<file path="src/rtl/reaction_pkg.sv">
// Shared types and constants for the reaction-timer game sequencer.
//   state_t    : game phase encoding, also driven out on the state port
//   BLANK      : BCD code the display driver renders as an unlit digit
//   LFSR_SEED  : nonzero reset value of the delay LFSR
//   LFSR_TAPS  : feedback mask for x^8+x^6+x^5+x^4+1 (bits 7,5,4,3)
package reaction_pkg;

  typedef enum logic [1:0] {
    StStart  = 2'd0,
    StReady  = 2'd1,
    StPlay   = 2'd2,
    StFinish = 2'd3
  } state_t;

  localparam logic [3:0] BLANK     = 4'hF;
  localparam logic [7:0] LFSR_SEED = 8'h01;
  localparam logic [7:0] LFSR_TAPS = 8'hB8;

  // Fibonacci step: shift left, feedback is the parity of the tapped bits.
  function automatic logic [7:0] lfsr_next(input logic [7:0] cur);
    return {cur[6:0], ^(cur & LFSR_TAPS)};
  endfunction

endpackage

</file>
<file path="src/rtl/reaction_game_ctrl_bcd_counter2.sv">
// Two-digit BCD up-counter, saturating at 99.
//   clk_i, rst_ni : clock, synchronous active-low reset
//   clr_i         : synchronous clear to 00 (wins over inc_i)
//   inc_i         : add one; ignored while at_max_o is set
//   tens_o/ones_o : BCD digits
//   at_max_o      : count is 99
module bcd_counter2 (
  input  logic       clk_i,
  input  logic       rst_ni,
  input  logic       clr_i,
  input  logic       inc_i,
  output logic [3:0] tens_o,
  output logic [3:0] ones_o,
  output logic       at_max_o
);

  logic [3:0] tens_q, ones_q;

  assign at_max_o = (tens_q == 4'd9) && (ones_q == 4'd9);
  assign tens_o   = tens_q;
  assign ones_o   = ones_q;

  always_ff @(posedge clk_i) begin
    if (!rst_ni) begin
      tens_q <= 4'd0;
      ones_q <= 4'd0;
    end else if (clr_i) begin
      tens_q <= 4'd0;
      ones_q <= 4'd0;
    end else if (inc_i && !at_max_o) begin
      if (ones_q == 4'd9) begin
        ones_q <= 4'd0;
        tens_q <= tens_q + 4'd1;
      end else begin
        ones_q <= ones_q + 4'd1;
      end
    end
  end

endmodule

</file>
<file path="src/rtl/reaction_game_ctrl.sv">
// Reaction-timer game sequencer: arm -> random wait -> timed play -> result hold.
//   clk_i, rst_ni   : clock, synchronous active-low reset
//   tick_i          : one-cycle 0.1 s strobe
//   arm_i           : high requests a game, low aborts / returns to START
//   btn_i           : player button level (already synchronous)
//   tens_o, ones_o  : BCD digits for the display, 4'hF is blank
//   state_o         : current phase (START/READY/PLAY/FINISH)
//   false_start_o   : button was pressed during READY
module reaction_game_ctrl
  import reaction_pkg::*;
#(
  parameter int unsigned MIN_DELAY = 10,
  parameter int unsigned RAND_W    = 5
) (
  input  logic       clk_i,
  input  logic       rst_ni,
  input  logic       tick_i,
  input  logic       arm_i,
  input  logic       btn_i,
  output logic [3:0] tens_o,
  output logic [3:0] ones_o,
  output logic [1:0] state_o,
  output logic       false_start_o
);

  // Mask is zero when RAND_W == 0, giving a fixed MIN_DELAY wait.
  localparam logic [7:0] RandMask = 8'((1 << RAND_W) - 1);
  localparam logic [7:0] MinDelay = 8'(MIN_DELAY);

  state_t     state_q;
  logic [7:0] delay_q;
  logic [7:0] lfsr_q;
  logic       btn_q;
  logic       fs_q;
  logic       blank_q;  // display shows blanks
  logic       nines_q;  // display forced to 99 (false start)

  logic       press;
  logic       cnt_clr, cnt_inc, cnt_max;
  logic [3:0] cnt_tens, cnt_ones;

  assign press = btn_i & ~btn_q;

  // Counter sits at 00 until PLAY; press beats tick so the count freezes on that edge.
  assign cnt_clr = (state_q == StStart) || (state_q == StReady);
  assign cnt_inc = (state_q == StPlay) && arm_i && tick_i && !press;

  bcd_counter2 u_count (
    .clk_i    (clk_i),
    .rst_ni   (rst_ni),
    .clr_i    (cnt_clr),
    .inc_i    (cnt_inc),
    .tens_o   (cnt_tens),
    .ones_o   (cnt_ones),
    .at_max_o (cnt_max)
  );

  always_ff @(posedge clk_i) begin
    if (!rst_ni) begin
      state_q <= StStart;
      delay_q <= 8'd0;
      lfsr_q  <= LFSR_SEED;
      btn_q   <= 1'b0;
      fs_q    <= 1'b0;
      blank_q <= 1'b1;
      nines_q <= 1'b0;
    end else begin
      btn_q  <= btn_i;
      lfsr_q <= lfsr_next(lfsr_q);
      unique case (state_q)
        StStart: begin
          blank_q <= 1'b1;
          nines_q <= 1'b0;
          fs_q    <= 1'b0;
          if (arm_i) begin
            delay_q <= MinDelay + (lfsr_q & RandMask);
            state_q <= StReady;
          end
        end
        StReady: begin
          if (!arm_i) begin
            state_q <= StStart;
          end else if (press) begin
            state_q <= StFinish;
            fs_q    <= 1'b1;
            nines_q <= 1'b1;
            blank_q <= 1'b0;
          end else if (tick_i) begin
            if (delay_q <= 8'd1) begin
              state_q <= StPlay;
              blank_q <= 1'b0;
            end else begin
              delay_q <= delay_q - 8'd1;
            end
          end
        end
        StPlay: begin
          if (!arm_i) begin
            state_q <= StStart;
            blank_q <= 1'b1;
          end else if (press || (tick_i && cnt_max)) begin
            state_q <= StFinish;
          end
        end
        StFinish: begin
          if (!arm_i) begin
            state_q <= StStart;
            blank_q <= 1'b1;
            nines_q <= 1'b0;
            fs_q    <= 1'b0;
          end
        end
        default: state_q <= StStart;
      endcase
    end
  end

  // Pure decode of registered flags and counter registers; no input paths.
  always_comb begin
    tens_o = cnt_tens;
    ones_o = cnt_ones;
    if (blank_q) begin
      tens_o = BLANK;
      ones_o = BLANK;
    end else if (nines_q) begin
      tens_o = 4'd9;
      ones_o = 4'd9;
    end
  end

  assign state_o       = state_q;
  assign false_start_o = fs_q;

endmodule

</file>
<file path="config.mk">
export PLATFORM = sky130hd
export DESIGN_NAME = reaction_game_ctrl
export DESIGN_NICKNAME = d
export VERILOG_FILES = /design/src/rtl/reaction_pkg.sv /design/src/rtl/reaction_game_ctrl_bcd_counter2.sv /design/src/rtl/reaction_game_ctrl.sv
export SDC_FILE = /design/constraint.sdc
export NUM_CORES = 1
export LEC_CHECK = 0
export CELL_PAD_IN_SITES_DETAIL_PLACEMENT = 0
export CELL_PAD_IN_SITES_GLOBAL_PLACEMENT = 1
export CORE_MARGIN = 4
export CORE_UTILIZATION = 42
export DETAILED_ROUTE_END_ITERATION = 10
export PLACE_DENSITY = 0.8
export SETUP_SLACK_MARGIN = 0.2
export SYNTH_ARGS = -nofsm -noshare
export SYNTH_HDL_FRONTEND = slang
export SYNTH_SLANG_ARGS = --single-unit
export TNS_END_PERCENT = 5
</file>
<file path="constraint.sdc">
create_clock -name clk_i -period 2.4 [get_ports clk_i]
set_input_delay 0.24 -clock clk_i [delete_from_list [all_inputs] [get_ports clk_i]]
set_output_delay 0.24 -clock clk_i [all_outputs]
set_load 0.05 [all_outputs]
</file>
### Yosys cells after proc, flatten, opt, wreduce, memory -nomap -nowiden

Cells that the tools add are included.

| storage, ports and cells | value |
|---|---|
| register bits | 29 |
| input bits | 5 |
| output and inout port bits | 11 |
| logic and storage cells | 85 |

| operators by class | value |
|---|---|
| $add $sub $neg | 4 |
| order comparisons | 1 |
| eq/ne operators | 18 |
| mux-type cells | 30 |
| bitwise logic cells | 3 |
| reductions and logical operators | 21 |

Operators with widths:

| cell | count |
|---|---|
| $mux W8 | 5 |
| $mux W4 | 5 |
| $mux W2 | 8 |
| $ne A2 B2 Y1 const B | 8 |
| $pmux W8 S2 | 1 |
| $add A4 B1 Y4 const B | 2 |
| $eq A4 B4 Y1 const B | 2 |
| $le A8 B1 Y1 const B | 1 |
| $mux W1 | 8 |
| $pmux W2 S4 | 1 |
| $reduce_and A4 Y1 | 2 |
| $reduce_xor A8 Y1 | 1 |
| $sub A8 B1 Y8 const B | 1 |
| $add A4 B5 Y6 const A | 1 |
| $logic_and A1 B1 Y1 | 6 |
| $ne A3 B2 Y1 const B | 2 |
| $pmux W1 S3 | 2 |
| $reduce_and A6 Y1 | 1 |
| $reduce_and A5 Y1 | 1 |
| $eq A2 B2 Y1 const B | 2 |
| $ne A4 B3 Y1 const B | 1 |
| $ne A4 B4 Y1 const B | 1 |
| $reduce_or A2 Y1 | 2 |
| $ne A3 B3 Y1 const B | 1 |
| other kinds (9) | 12 |

### Longest topological paths before layout

Gate-level depths: netlist of run 1.

| logic depth | value |
|---|---|
| word-level depth | 7 |
| gate-level depth with buffers | 8 |
| gate-level depth less buffers | 7 |

### Modules after synthesis

Synthesis of run 1 repeated with hierarchy kept, for this count alone.

| second synthesis, totals | value |
|---|---|
| cell total of the unflattened synthesis | 204 |
| area total of the unflattened synthesis | 1734.2 sq um |

By module, submodules not included:

| module | instances | cells each | area each (sq um) | seq. area each (sq um) |
|---|---|---|---|---|
| reaction_game_ctrl | 1 | 152 | 1290.0 | 420.4 |
| bcd_counter2 | 1 | 52 | 444.2 | 160.2 |

### Worst setup path after synthesis of run 1

Ideal clock, no wire load.

| path | value |
|---|---|
| path type | register to register |
| start point | register state_q[1], in the netlist state_o[1] |
| end point | register u_count.ones_q[3], in the netlist u_count.ones_o[3] |
| setup time | 71 ps |
| arrival time | 1891 ps |
| required time | 2329 ps |
| path slack | 438 ps |
| stages on the path, launching flop included | 7 |
| path buffers | 1 |
| clock period less this slack | 1962 ps |
| cells stage by stage | dfxtp_1 -> buf_2 -> nand2_1 -> nor4_2 -> nand4_1 -> or2_2 -> a21oi_1 |

| on the way | value |
|---|---|
| longest elaborated chain between the ends | 5 |
| elaborated cells between the ends (all ways) | 9 |
| those cells by class | eq/ne (2); reduce/logical (7) |

Ends and longest elaborated chain:

| what | line | text |
|---|---|---|
| from (decl) | reaction_game_ctrl.sv:30 | `state_t state_q;` |
| from (signal assigned) | reaction_game_ctrl.sv:60 | `state_q <= StStart;` |
| from (signal assigned) | reaction_game_ctrl.sv:77 | `state_q <= StReady;` |
| from (signal assigned) | reaction_game_ctrl.sv:82 | `state_q <= StStart;` |
| $eq A2 B2 Y1 | reaction_game_ctrl.sv:46 | `assign cnt_inc = (state_q == StPlay) && arm_i && tick_i && !press;` |
| $logic_and A1 B1 Y1 (3 in series) | reaction_game_ctrl.sv:46 |  |
| $logic_and A1 B1 Y1 | reaction_game_ctrl_bcd_counter2.sv:30 | `end else if (inc_i && !at_max_o) begin` |
| to (signal assigned) | reaction_game_ctrl_bcd_counter2.sv:35 | `ones_q <= ones_q + 4'd1;` |
| to (decl) | reaction_game_ctrl_bcd_counter2.sv:17 | `logic [3:0] tens_q, ones_q;` |

Several ways; a longest one is shown, not always the timed one.
A chain may end at the register's enable or synchronous reset.

### Worst setup path in the final report of run 1

| path | value |
|---|---|
| start point | register delay_q[0] |
| end point | register delay_q[7] |

| on the way | value |
|---|---|
| longest elaborated chain between the ends | 6 |
| elaborated cells between the ends (all ways) | 9 |
| those cells by class | add/sub (1); order compare (1); eq/ne (1); mux (5); reduce/logical (1) |

Ends and longest elaborated chain:

| what | line | text |
|---|---|---|
| from (decl) | reaction_game_ctrl.sv:31 | `logic [7:0] delay_q;` |
| from (signal assigned) | reaction_game_ctrl.sv:76 | `delay_q <= MinDelay + (lfsr_q & RandMask);` |
| from (signal assigned) | reaction_game_ctrl.sv:93 | `delay_q <= delay_q - 8'd1;` |
| $sub A8 B1 Y8 | reaction_game_ctrl.sv:93 |  |
| $mux W8 | reaction_game_ctrl.sv:89 | `if (delay_q <= 8'd1) begin` |
| $mux W8 | reaction_game_ctrl.sv:88 | `end else if (tick_i) begin` |
| $mux W8 | reaction_game_ctrl.sv:83 | `end else if (press) begin` |
| $mux W8 | reaction_game_ctrl.sv:81 | `if (!arm_i) begin` |
| $pmux W8 S2 | reaction_game_ctrl.sv:70 | `unique case (state_q)` |

Several ways; a longest one is shown, not always the timed one. The select of a mux whose other input is x is not followed.

==> results of run 1 <==
==> cell families (layout without fill, tap and decap cells) <==
kind of cell               after synthesis  in the layout  synth area share (%)
muxes                                    2              2                  1.28
and+or+nand+nor                         79             79                  27.4
xor gates and xnor gates                 9              9                  5.05
adders and majority gates                5              5                  4.01
buffers and inverters                   15             32                  4.41
DFF                                     29             29                  37.2
AOI/OAI and AO/OA                       45             45                  20.7
==> metrics by stage <==
step	util, %	power [mW]	worst slack (ns)	std cells	cell area, um2
final	52.9	1.48	0.289	247	1830
after global routing	52.9	1.58	0.163	247	1830
after CTS	52.8	1.50	0.222	247	1830
after detailed placement	50.3	1.09	0.294	240	1750
after global placement	50.3	1.08	0.398	240	1750
after floorplan	-	0.977	0.438	184	1560
==> state kept, by name, summed over array words and instances (netlist names) <==
signal / flops
delay_q: 8
lfsr_q: 8
u_count.ones_o: 4
u_count.tens_o: 4
state_o: 2
blank_q: 1
btn_q: 1
nines_q: 1
==> layout by cell type, fill, tap and decap left out, types with 2 or more instances in the layout <==
cell             instances
o32ai_1                  2
a21o_1                   4
nand3_1                  4
and2_1                   9
nand4_1                  2
inv_1                    8
o21ai_0                  6
nor2b_1                  4
nor2_1                  16
nand3b_1                 3
or2_2                    2
dfxtp_1                 29
and3_1                   2
nand2_1                 18
nand2b_1                 4
xor2_1                   5
or3_1                    7
a31oi_1                  2
o22ai_1                  3
buf_4                    2
ha_1                     5
o21ai_1                  3
a21oi_2                  2
mux2i_1                  2
clkbuf_8                 6
clkdlybuf4s50_1         14
o31ai_1                  3
a21oi_1                 11
xnor2_1                  4
==> worst paths after layout <==
path,start,endpoint,slack (ns),depth (start not counted)
hold reg to reg,lfsr_q[6]$_SDFF_PN0_,lfsr_q[7]$_SDFF_PN0_,0.43,1
hold / removal,lfsr_q[6]$_SDFF_PN0_,lfsr_q[7]$_SDFF_PN0_,0.43,1
setup / recovery,delay_q[0]$_SDFFE_PN0P_,delay_q[7]$_SDFFE_PN0P_,0.29,7
setup reg to reg,delay_q[0]$_SDFFE_PN0P_,delay_q[7]$_SDFFE_PN0P_,0.29,7
==> power by group through the flow <==
| stage | Clock [mW] | Sequential, mW | Combinational (mW) |
|---|---|---|---|
| after detailed placement | 0 | 0.603 | 0.485 |
| after floorplan | 0 | 0.598 | 0.379 |
| after global placement | 0 | 0.599 | 0.478 |
| after CTS | 0.419 | 0.593 | 0.487 |
| after global routing | 0.440 | 0.601 | 0.540 |
| final | 0.400 | 0.593 | 0.489 |
==> metal layers <==
layer	wire length [um]	GRT usage (%)	part of all wire [%]	up-vias
met5	0	0	0	-
met1	1560	21.0	46	648
li1	-	-	-	687
met3	165	4.86	4.9	6
met4	66	7.30	1.9	0
met2	1610	26.8	47	39
==> cell type report <==
cell class / count / area (um2)
fill: 334 / 1630
multi-input combinational: 140 / 912
sequential: 29 / 581
timing repair buffer: 17 / 168
clock buffer: 7 / 86.3
tap: 46 / 57.6
inverter: 8 / 30.0
==> timing repair <==
action | in CTS | in global routing
resized for setup | 0 | 1
setup buffers | 0 | 0
setup endpoints to repair | 0 | 2
==> results.py, run 1 <==
metrics = {
    "synthesis": {
        "syn_nets": 194,
        "ys.flop_type": "dfxtp_1",
        "ys_top_cells_by_area": "dfxtp_1 (37%), nand2_1 (4.3%), ha_1 (4.0%), nor2_1 (3.8%), and2_1 (3.6%)",
        "synth.cell_area_mm2": 0.00156,
        "yosysUniqueCellTypes": 46,
        "synth_top_cell_area_share_pct": 37.2,
        "synth_seq_cells": 29,
        "syn_area_per_cell_um2": 8.49,
        "ys_warn_count": 0,
        "yosysTopAreaCell": "dfxtp_1",
        "seq_area_frac_synth_pct": 37.2,
        "yosysMostFrequentCell": "dfxtp_1",
        "synth_edf_count": 0,
        "ys_top_cells_by_count": "dfxtp_1 (29), nand2_1 (18), nor2_1 (16)",
        "async_reset_ff_share_pct": 0,
        "syn_inst": 184,
    },
    "clock_tree": {
        "clk_pin_slew_worst_paths_ns": 0.06,
        "clockBufferDepth": 2,
        "insertion_delay_ns": 0.28,
        "cts_tree": "yes",
        "cts_root_buf": "clkbuf_8",
        "numCtsBuffers": 5,
        "hold_buffers": 0,
        "cts_sinks": 29,
        "htreeDepth": 2,
    },
    "detailed_routing": {
        "drcViolationCount": 0,
        "drt_wl_total_um": 3400,
        "final_antenna_net_count": 0,
        "wl_per_cell_um": 13.8,
        "vias_per_cell": 5.59,
        "drt_iter0_markers": 148,
        "firstDrtPassIters": 4,
        "vias": 1380,
    },
    "power": {
        "pwr-share-clk_pct": 27.0,
        "power.leakage_nw": 0.703,
        "power.internal_mw": 0.943,
        "p_sw_mw": 0.538,
        "p_seq_share_pct": 40.0,
        "peakVddDrop_uv": 390,
        "p_sw_share_pct": 36.3,
        "comb_power_share_pct": 33.0,
        "power.density_mw_per_mm2": 808,
    },
    "setup_path": {
        "critPathSlowestCell": "or4_1",
        "cp.arrival_ns": 2.33,
        "crit_path_max_incr_delay_ns": 0.47,
        "worstSetupEndpointType": "flip-flop",
        "crit_required_ns": 2.61,
        "crit_buf_inv": 1,
        "start_kind": "flip-flop",
        "path_delay_family": "simple AND/OR/NAND/NOR gates",
        "path_class": "flip-flop to flip-flop",
        "path_cells": "inv_1, ha_1, nor2_1, o311ai_4, a21o_4, or4_1, a21oi_1",
        "cp_max_fo": 16,
    },
    "floorplan": {
        "dieWidth_um": 69.0,
        "die_y_um": 69.0,
        "initial_utilization_pct": 45.0,
        "die_area_mm2": 0.00476,
        "core-area_mm2": 0.00347,
        "ios": 16,
        "row_count": 21,
    },
    "global_route": {
        "grt_pass1_vias": 1295,
        "grt_max_degree": 18,
        "antenna_found_initial": 0,
        "grt.overflow.total": 0,
        "grt_usage_pct": 16.8,
        "grt_pass1_wl_um": 5910,
    },
    "timing": {
        "clock_skew_ns": 0.00663,
        "slew_headroom_pct": 59.2,
        "rsz0062_at_grt": "yes",
        "fmax_mhz": 474,
        "drv_slew": 0,
        "setup_viol": 0,
        "holdWs_ns": 0.432,
        "post-route-min-period_ns": 2.11,
        "fin_crit_sh_pct": 88.0,
        "tns_ns": 0,
        "hold_viol_final": 0,
        "tightest_slew_ns": 0.611,
    },
    "place": {
        "io_buffers": 15,
        "gp_congestion": 0.851,
        "dp_hpwl_um": 2480,
    },
    "finish": {
        "drive_above_1_share_pct": 7.96,
        "layout.nets": 211,
        "area_growth_syn_to_layout_pct": 17.5,
        "diodes": 0,
    },
    "hold_path": {
        "hp-class": "flip-flop to flip-flop",
    },
    "status": {
        "status": "complete, no violations",
    },
    "job": {
        "cap_viol_max_count": 0,
    },
}
Power figures use the tool's default switching activity.
==> inputs of run 2 (changes only) <==
--- a/config.mk
+++ b/config.mk
@@ -5,12 +5,13 @@
 export SDC_FILE = /design/constraint.sdc
 export NUM_CORES = 1
 export LEC_CHECK = 0
+export ABC_AREA = 1
 export CELL_PAD_IN_SITES_DETAIL_PLACEMENT = 0
 export CELL_PAD_IN_SITES_GLOBAL_PLACEMENT = 1
 export CORE_MARGIN = 4
-export CORE_UTILIZATION = 42
+export CORE_UTILIZATION = 40
 export DETAILED_ROUTE_END_ITERATION = 10
-export PLACE_DENSITY = 0.8
+export PLACE_DENSITY = 0.81
 export SETUP_SLACK_MARGIN = 0.2
 export SYNTH_ARGS = -nofsm -noshare
 export SYNTH_HDL_FRONTEND = slang
==> run 2 against run 1 <==
Via count grew 20%. Fmax up 4.2%. Cell area increased by 13%. Largest cell class unchanged.
==> results.py, run 2 <==
metrics = {
    "status": {
        "status": "complete, no violations",
    },
    "hold_path": {
        "hold_path_end": "lfsr_q[7]$_SDFF_PN0_",
        "hp-class": "flip-flop to flip-flop",
        "min_from": "lfsr_q[6]$_SDFF_PN0_",
        "whs_path_depth": 2,
    },
    "floorplan": {
        "die_y_um": 74.1,
        "initial_utilization_pct": 42.5,
        "core-area_mm2": 0.00412,
        "die_area_mm2": 0.00550,
        "dieWidth_um": 74.1,
        "ios": 16,
        "row_count": 23,
    },
    "timing": {
        "hold_viol_final": 0,
        "tightest_slew_ns": 0.503,
        "rsz0062_at_grt": "no",
        "tns_ns": 0,
        "setup_viol": 0,
        "fmax_mhz": 494,
        "drv_slew": 0,
        "post-route-min-period_ns": 2.03,
        "holdWs_ns": 0.412,
        "fin_crit_sh_pct": 84.4,
        "clock_skew_ns": 0.00757,
        "slew_headroom_pct": 66.4,
    },
    "detailed_routing": {
        "vias_per_cell": 4.83,
        "wl_per_cell_um": 11.2,
        "vias": 1660,
        "drt_iter0_markers": 106,
        "firstDrtPassIters": 4,
        "drt_wl_total_um": 3860,
        "final_antenna_net_count": 0,
        "drcViolationCount": 0,
    },
    "finish": {
        "area_growth_syn_to_layout_pct": 18.0,
        "n_fill_cell": 447,
        "multi_input_area_um2": 986,
        "layout.nets": 303,
        "layout_common_cells": "nand2_1 (81), inv_1 (37), nor2_1 (33)",
        "drive_above_1_share_pct": 9.86,
        "diodes": 0,
        "design_area_mm2": 0.00206,
        "final_common_cell": "nand2_1",
        "top_regs": "delay_q (8), lfsr_q (8)",
        "regArea_um2": 581,
    },
    "setup_path": {
        "cp.arrival_ns": 1.79,
        "timing.rr.start": "delay_q[0]$_SDFFE_PN0P_",
        "r2r_slack_ns": 0.74,
        "cp_max_fo": 7,
        "start_kind": "flip-flop",
        "rr_worst_depth": 10,
        "path_class": "flip-flop to output pin",
        "r2r_end": "delay_q[0]$_SDFFE_PN0P_",
        "worstSetupEndpointType": "output pin",
        "crit_required_ns": 2.16,
    },
    "clock_tree": {
        "cts_tree": "yes",
        "clockBufferDepth": 2,
        "numCtsBuffers": 5,
        "cts_root_buf": "clkbuf_8",
        "cts-resized-gates": 0,
        "htreeDepth": 2,
        "cts_sinks": 29,
        "cts_setup_buffers": 0,
        "hold_buffers": 0,
        "insertion_delay_ns": 0.28,
        "clk_pin_slew_worst_paths_ns": 0.07,
    },
    "synthesis": {
        "syn_inst": 273,
        "seq_area_frac_synth_pct": 33.2,
        "synth_top_cell_area_share_pct": 33.2,
        "yosysUniqueCellTypes": 30,
        "yosysTopAreaCell": "dfxtp_1",
        "async_reset_ff_share_pct": 0,
        "synth.cell_area_mm2": 0.00175,
        "synth_edf_count": 0,
        "ys_warn_count": 0,
        "syn_area_per_cell_um2": 6.41,
        "syn_nets": 283,
        "ys_top_cells_by_count": "nand2_1 (81), inv_1 (37), nor2_1 (33)",
        "ys.flop_type": "dfxtp_1",
        "synth_seq_cells": 29,
        "ys_top_cells_by_area": "dfxtp_1 (33%), nand2_1 (17%), inv_1 (7.9%), nor2_1 (7.1%), nand3_1 (5.4%)",
        "yosysMostFrequentCell": "nand2_1",
    },
    "global_route": {
        "grt_pass1_vias": 1547,
        "grt_usage_pct": 16.0,
        "antenna_found_initial": 0,
        "grt_max_degree": 15,
        "grt.overflow.total": 0,
        "grt_pass1_wl_um": 6840,
    },
    "job": {
        "cap_viol_max_count": 0,
    },
    "power": {
        "peakVddDrop_uv": 425,
        "power.leakage_nw": 0.985,
        "power.density_mw_per_mm2": 1120,
        "power_mw": 2.31,
    },
    "place": {
        "dp_hpwl_um": 2960,
        "dpl_cell_area_mm2": 0.00195,
        "gp_congestion": 0.821,
        "io_buffers": 15,
    },
}
[run 2: how the worst max path moves through the flow]
stage	from	endpoint	slack, ns	depth (start not counted)
finish	nines_q$_SDFFE_PN0P_	ones_o[0]	0.37	3
global route	nines_q$_SDFFE_PN0P_	ones_o[0]	0.27	3
CTS	nines_q$_SDFFE_PN0P_	tens_o[0]	0.36	3
detailed placement	arm_i	u_count.ones_o[1]$_SDFFE_PP0P_	0.59	6
global placement	arm_i	delay_q[0]$_SDFFE_PN0P_	0.64	8
floorplan	nines_q$_SDFFE_PN0P_	ones_o[1]	0.48	1
[run 2: report_power, final]
group / total [mW] / internal (mW) / switching, mW
sequential: 0.666 / 0.561 / 0.104
combinational: 1.14 / 0.391 / 0.751
clock: 0.507 / 0.310 / 0.197
[run 2: final cells by class]
class                   count  area share (%)
multi-input cells         199            47.8
flip-flops and latches     29            28.1
repair buffers             17            8.00
inverters                  41            7.52
clock buffers               5            3.33
well taps                  50            3.03
clock inverters             3            2.24
[run 2: logic make-up (layout without fill, tap and decap cells)]
logic type | Yosys count | in the layout | synth area share (%)
adders and majority gates | 5 | 5 | 3.58
and+or+nand+nor | 154 | 154 | 39.1
buffers and inverters | 45 | 66 | 10.4
DFF | 29 | 29 | 33.2
xor gates and xnor gates | 5 | 5 | 2.50
AOI/OAI and AO/OA | 34 | 34 | 10.6
muxes | 1 | 1 | 0.572
[run 2: worst max-delay path, cell delays in order, from the launching register on]
cell	delay, ns
dfxtp_1	0.46
nor2_1	0.15
nand2_1	0.09
clkdlybuf4s50_1	0.80
[run 2: per-stage QoR]
step	setup WS [ns]	utilization, %	instances
after floorplan	0.479	-	273
after global placement	0.638	47.4	336
after detailed placement	0.588	47.4	336
after CTS	0.356	50.2	344
after global routing	0.274	50.2	344
final	0.374	50.2	344
[run 2: per-layer routing]
metal | wire (um) | track usage [%]
met1 | 1970 | 21.9
met2 | 1670 | 23.9
met3 | 146 | 4.46
met4 | 74 | 6.24
met5 | 0 | 0
